===== src/rtl/opb_register_bank_ppc2simulink.sv =====
// OPB slave register bank: NUM_REGS 32-bit software-writable control registers
// with byte-enable writes, readback, per-register write strobes and optional
// self-clearing (pulse) registers. Single clock domain (OPB_Clk).
module opb_register_bank_ppc2simulink #(
  parameter logic [31:0]          C_BASEADDR     = 32'h01010400,
  parameter logic [31:0]          C_HIGHADDR     = 32'h010104FF,
  parameter int unsigned          C_OPB_AWIDTH   = 32,
  parameter int unsigned          C_OPB_DWIDTH   = 32,
  parameter int unsigned          NUM_REGS       = 4,
  parameter logic [31:0]          C_RESET_VAL    = 32'h00000000,
  parameter logic [NUM_REGS-1:0]  C_SELFCLR_MASK = '0
) (
  input  logic                      OPB_Clk,
  input  logic                      OPB_Rst,
  input  logic [0:31]               OPB_ABus,
  input  logic [0:3]                OPB_BE,
  input  logic [0:31]               OPB_DBus,
  input  logic                      OPB_RNW,
  input  logic                      OPB_select,
  input  logic                      OPB_seqAddr,
  output logic [0:31]               Sl_DBus,
  output logic                      Sl_xferAck,
  output logic                      Sl_errAck,
  output logic                      Sl_retry,
  output logic                      Sl_toutSup,
  output logic [32*NUM_REGS-1:0]    user_data_out,
  output logic [NUM_REGS-1:0]       user_wr_stb
);

  localparam int unsigned DW    = 32;
  localparam int unsigned NB    = DW / 8;
  localparam int unsigned IDX_W = 30;

  logic [DW-1:0]       regs_q [NUM_REGS];
  logic [DW-1:0]       regs_d [NUM_REGS];
  logic                ack_q, ack_d;
  logic [DW-1:0]       rdata_q, rdata_d;
  logic [NUM_REGS-1:0] stb_q, stb_d;

  // OPB big-endian vectors assigned positionally: DBus[0] lands on bit 31.
  logic [DW-1:0]    addr_c, wdata_c, offset_c;
  logic [NB-1:0]    be_c;
  logic [IDX_W-1:0] idx_c;
  logic             hit_c, idx_ok_c;
  logic             unused_ok;

  assign addr_c   = OPB_ABus;
  assign wdata_c  = OPB_DBus;
  assign be_c     = OPB_BE;
  assign offset_c = addr_c - C_BASEADDR;
  assign idx_c    = offset_c[DW-1:2];
  assign idx_ok_c = idx_c < IDX_W'(NUM_REGS);

  // A new transfer is only accepted while no acknowledge is outstanding.
  assign hit_c = OPB_select && (addr_c >= C_BASEADDR) && (addr_c <= C_HIGHADDR) && !ack_q;

  assign unused_ok = ^{OPB_seqAddr, offset_c[1:0], C_OPB_AWIDTH[0], C_OPB_DWIDTH[0]};

  // Next-state: register updates, self-clear, strobes, read mux and ack.
  always_comb begin
    ack_d   = hit_c;
    rdata_d = '0;
    stb_d   = '0;
    for (int i = 0; i < NUM_REGS; i++) begin
      regs_d[i] = (C_SELFCLR_MASK[i] && stb_q[i]) ? '0 : regs_q[i];
      if (hit_c && idx_ok_c && (idx_c == IDX_W'(i))) begin
        if (!OPB_RNW) begin
          for (int j = 0; j < NB; j++) begin
            if (be_c[j]) regs_d[i][8*j +: 8] = wdata_c[8*j +: 8];
          end
          stb_d[i] = 1'b1;
        end else begin
          rdata_d = regs_q[i];
        end
      end
    end
  end

  // State registers with synchronous active-low reset.
  always_ff @(posedge OPB_Clk) begin
    if (!OPB_Rst) begin
      ack_q   <= 1'b0;
      rdata_q <= '0;
      stb_q   <= '0;
      for (int i = 0; i < NUM_REGS; i++) regs_q[i] <= C_RESET_VAL;
    end else begin
      ack_q   <= ack_d;
      rdata_q <= rdata_d;
      stb_q   <= stb_d;
      for (int i = 0; i < NUM_REGS; i++) regs_q[i] <= regs_d[i];
    end
  end

  // Flatten the register array onto the fabric-facing bus.
  always_comb begin
    user_data_out = '0;
    for (int i = 0; i < NUM_REGS; i++) user_data_out[32*i +: 32] = regs_q[i];
  end

  assign Sl_DBus     = rdata_q;
  assign Sl_xferAck  = ack_q;
  assign user_wr_stb = stb_q;
  assign Sl_errAck   = 1'b0;
  assign Sl_retry    = 1'b0;
  assign Sl_toutSup  = 1'b0;

endmodule


===== config.mk =====
export PLATFORM = sky130hd
export DESIGN_NAME = opb_register_bank_ppc2simulink
export DESIGN_NICKNAME = d
export VERILOG_FILES = /design/src/rtl/opb_register_bank_ppc2simulink.sv
export SDC_FILE = /design/constraint.sdc
export NUM_CORES = 1
export LEC_CHECK = 0
export BUFFER_PORTS_ARGS = -buffer_cell sky130_fd_sc_hd__buf_2
export CORE_MARGIN = 2
export CORE_UTILIZATION = 54
export DETAILED_ROUTE_END_ITERATION = 10
export PLACE_DENSITY = 0.85
export SLEW_MARGIN = 10
export SYNTH_ARGS = -nofsm -noshare
export SYNTH_HDL_FRONTEND = slang
export SYNTH_SLANG_ARGS = --single-unit

===== constraint.sdc =====
create_clock -name OPB_Clk -period 3 [get_ports OPB_Clk]
set_input_delay 0.15 -clock OPB_Clk [delete_from_list [all_inputs] [get_ports OPB_Clk]]
set_output_delay 0.15 -clock OPB_Clk [all_outputs]
set_load 0.02 [all_outputs]

After elaboration in Yosys (flattened, before gate mapping)
Memories as Yosys holds them, arrays and structs flattened.
Cells that the tools add are included.
- add/sub/neg operators: 1
- $lt $le $gt $ge: 3
- equal/unequal tests: 3
- muxes and demuxes: 39
- bitwise logic cells: 4
- reductions and logical operators: 14
- operators with widths (operator ; number):
    $mux 32 ; 20
    $mux 8 ; 16
    $eq 30x2->1 const B ; 2
    $ge 32x25->1 const B ; 1
    $le 32x25->1 const B ; 1
    $sub 32x25->32 const B ; 1
    $eq 30x1->1 const B ; 1
    $logic_not 30->1 ; 1
    $lt 30x3->1 const B ; 1
    $logic_and 1x1->1 ; 8
    $reduce_and 2->1 ; 4
    $or 1x1->1 ; 4
    $mux 1 ; 3
    $logic_not 1->1 ; 1
- bits in registers: 37
- bits in writable memories: 128
- input bits: 73
- output and inout bits: 168
- memories: 1
- memory list (name ; words ; width ; rd ports ; clocked after Yosys merged registers in ; write ports ; RTL line ; source):
    regs_q ; 4 ; 32 ; 4 ; 0 ; 4 ; 34 ; logic [DW-1:0] regs_q [NUM_REGS];

Logic depth before layout (Yosys ltp)
- depth in word-level cells: 13
- mapped depth: 7
- depth with buffers taken out: 5

Worst setup path before layout
No wires, ideal clock.
- kind: reg-to-reg
- start: register ack_q (netlist: Sl_xferAck)
- end: memory regs_q[1][24]
- library setup time: 0.072 ns
- data arrival time: 1.677 ns
- required time: 2.928 ns
- path slack: 1.252 ns
- stages on the path, launching flop included: 7
- path through: dfxtp_1 -> nor4b_1 -> nand3_1 -> nor4_4 -> and3_2 -> buf_4 -> mux2i_1
- RTL lines (element ; RTL line ; source):
    from (decl) ; 36 ; logic ack_q, ack_d;
    from (signal assigned) ; 87 ; ack_q <= ack_d;
    to (decl) ; 34 ;

==> flow_metrics.py <==
metrics = {
    "placement": {
        "portBuffers": 234,
        "place_congestion": 0.815,
        "dp_hpwl_mm": 12.3,
    },
    "worst_hold_path": {
        "min-delay-start": "OPB_ABus[19]",
        "hold_class": "input port to flop",
        "min_to": "Sl_xferAck",
        "min_path_cells": 4,
    },
    "cts": {
        "htreeDepth": 4,
        "cts_tree": "yes",
        "clock_path_buffers": 2,
        "cts_resized": 0,
        "clk_pin_slew_ps": 60,
        "clock_latency_ps": 430,
        "post-cts-setup-buffer-count": 0,
        "cts-root-buf": "clkbuf_16",
        "cts.sinks": 165,
        "hold_buffers": 0,
        "numCtsBuffers": 17,
    },
    "timing": {
        "timing.final.crit_share_pct": 67.8,
        "grt_setup_unrepaired": "false",
        "finalSetupTns_ps": 0,
        "skew_ps": 11.3,
        "tightest_slew_ps": 800,
        "setup_violations": 0,
        "maxSlewViolCount": 0,
        "clock.fmax_ghz": 0.492,
        "min_period_ps": 2030,
        "relSlewSlack_pct": 46.6,
        "hold_viol": 0,
    },
    "synthesis": {
        "synth_area_leaders": "dfxtp_1, mux2i_1, mux4_2, nand2_1, nor2b_1",
        "avgSynthCellArea_um2": 11.1,
        "synth_seq_cells": 165,
        "synthTopCellsByCount": "dfxtp_1, nand2_1, mux2i_1",
        "yosys.area.top_type": "dfxtp_1",
        "async_flop_share_pct": 0,
        "synth.distinct_cells": 35,
        "seq_area_frac_synth_pct": 47.3,
        "syn-cell-area_um2": 6990,
        "synth_top_area_share_pct": 47.3,
        "synthFlopType": "dfxtp_1",
        "yosysMostFrequentCell": "dfxtp_1",
        "synthCells": 631,
        "synth_edf_count": 0,
        "synth_warnings": 0,
    },
    "grt": {
        "grt_max_degree": 79,
        "grt_pass1_wl_mm": 28.4,
        "track_usage_pct": 25.7,
        "grt-ovfl-total": 0,
        "first_global_vias": 5489,
        "antenna_found_initial": 0,
    },
    "critical_path": {
        "path_max_fanout": 16,
        "arrival_ps": 2380,
        "cp_slowest_cell": "and3_2",
        "path_buf_inv": 1,
        "cp.depth": 6,
        "critPathLaunchType": "flop",
        "worstPathCellList": "nor4b_1, nand3_1, nor4_4, buf_4, and3_2, mux2i_1",
        "reg2reg_depth": 6,
        "crit_required_ps": 3350,
        "setup.worst_path.class": "flop to flop",
        "setup.worst_path.end_class": "flop",
        "rrSetupSlack_ps": 970,
        "r2r-start": "Sl_xferAck",
        "r2r-end": "regs_q[2][1]",
        "critical-path-top-delay-family": "simple AND/OR/NAND/NOR gates",
        "max_stage_delay_ps": 470,
    },
    "route": {
        "drtIter0Drc": 373,
        "drt-pass1-iter-count": 5,
        "wl_met3_mm": 1.36,
        "antenna_left": 0,
        "routed_wirelength_mm": 17.7,
        "wl_met1_mm": 7.26,
        "vias": 5533,
        "wl_met2_mm": 8.78,
        "post-route-drc-count": 0,
        "via_per_inst": 5.32,
        "wl_per_cell_um": 17.0,
        "top_layer_used": "met4",
    },
    "pwr": {
        "p_leak_nw": 4.39,
        "power_density_nw_per_um2": 526,
        "power_mw": 4.63,
        "ir_drop_v": 0.000355,
    },
    "floorplanning": {
        "ios": 241,
        "fp.coreArea_um2": 12600,
        "start_util_pct": 55.4,
        "placementRows": 41,
        "chipHeight_um": 118,
        "die_x_um": 118,
        "die_area_um2": 13900,
    },
    "run": {
        "maxCapViolations": 0,
    },
    "final_layout": {
        "syn2layout_area_growth_pct": 25.8,
        "drive_above_1_share_pct": 37.9,
        "nNetsFinal": 928,
        "num_antenna_cells": 0,
    },
    "run_status": {
        "status": "finished, final reports clean",
    },
}
-- worst register-to-register path, cell delays in order (launching register included) --
cell	delay, ps
dfxtp_1	320
nor4b_1	260
nand3_1	170
nor4_4	150
buf_4	360
and3_2	470
mux2i_1	230
-- worst max-delay path by stage --
stage                       startpoint             to  slack [ps]
after floorplan             Sl_xferAck  regs_q[1][24]        1250
after global placement    OPB_ABus[27]   regs_q[2][0]         850
after detailed placement  OPB_ABus[27]   regs_q[2][2]         840
after CTS                   Sl_xferAck   regs_q[2][1]         960
after global routing        Sl_xferAck   regs_q[2][3]         830
final                       Sl_xferAck   regs_q[2][1]         970
-- cells in the final DEF, fill, tap and decap left out, types with 3 or more instances in the layout --
master      instances
buf_2             233
dfxtp_1           165
nand2_1           163
mux2i_1           128
mux4_2             32
nor2b_1            32
nor3_1             18
clkbuf_16          17
nand3_4            10
buf_4               9
nor2_1              8
nand2b_1            5
nand3_1             4
and3_2              4
conb_1              3
clkinvlp_4          3
bufinv_16           3
-- metal layers --
| metal | track usage, % | up-vias |
|---|---|---|
| li1 | - | 2619 |
| met1 | 31.0 | 2664 |
| met2 | 43.2 | 225 |
| met3 | 8.43 | 25 |
| met4 | 8.43 | 0 |
| met5 | 0 | - |
-- cell type report --
class / count / area [um2]
fillers: 933 / 3830
repair buffers: 243 / 1250
inverters: 1 / 3.75
clock buffers: 21 / 460
well taps: 172 / 215
clock inverters: 11 / 149
flip-flops and latches: 165 / 3300
multi-input cells: 427 / 3410
-- registers in the layout, summed over array words and instances (netlist names) --
signal	count
regs_q	128
Sl_DBus	32
Sl_xferAck	1
user_wr_stb	4
-- per-stage QoR --
| step | setup WS [ps] | instances | util, % | hold WS, ps | instance area, um2 |
|---|---|---|---|---|---|
| after floorplan | 1250 | 633 | - | 342 | 7000 |
| after global placement | 849 | 1008 | 64.9 | 453 | 8180 |
| after detailed placement | 837 | 1008 | 64.9 | 463 | 8180 |
| after CTS | 956 | 1040 | 69.7 | 30.7 | 8790 |
| after global routing | 834 | 1040 | 69.7 | 60.3 | 8790 |
| final | 967 | 1040 | 69.7 | 40.7 | 8790 |
-- power by group --
part / total [mW] / switching (mW) / leakage [nW] / internal, mW
logic: 0.206 / 0.131 / 2.78 / 0.0746
registers: 2.19 / 0.000000000990 / 1.33 / 2.19
clock network: 2.23 / 0.876 / 0.290 / 1.36
total: 4.63 / 1.01 / 4.39 / 3.62
-- cells by family (layout without fill, tap and decap cells) --
family	after synthesis	after routing	share of synthesized area, %
AND/OR/NAND/NOR	262	262	19.7
flip-flops	165	165	47.3
AO/OA/AOI/OAI	1	1	0.0716
buffers and inverters	41	276	4.06
multiplexers	161	161	28.8
other	1	3	0.0537
(Power assumes the default switching activity.)
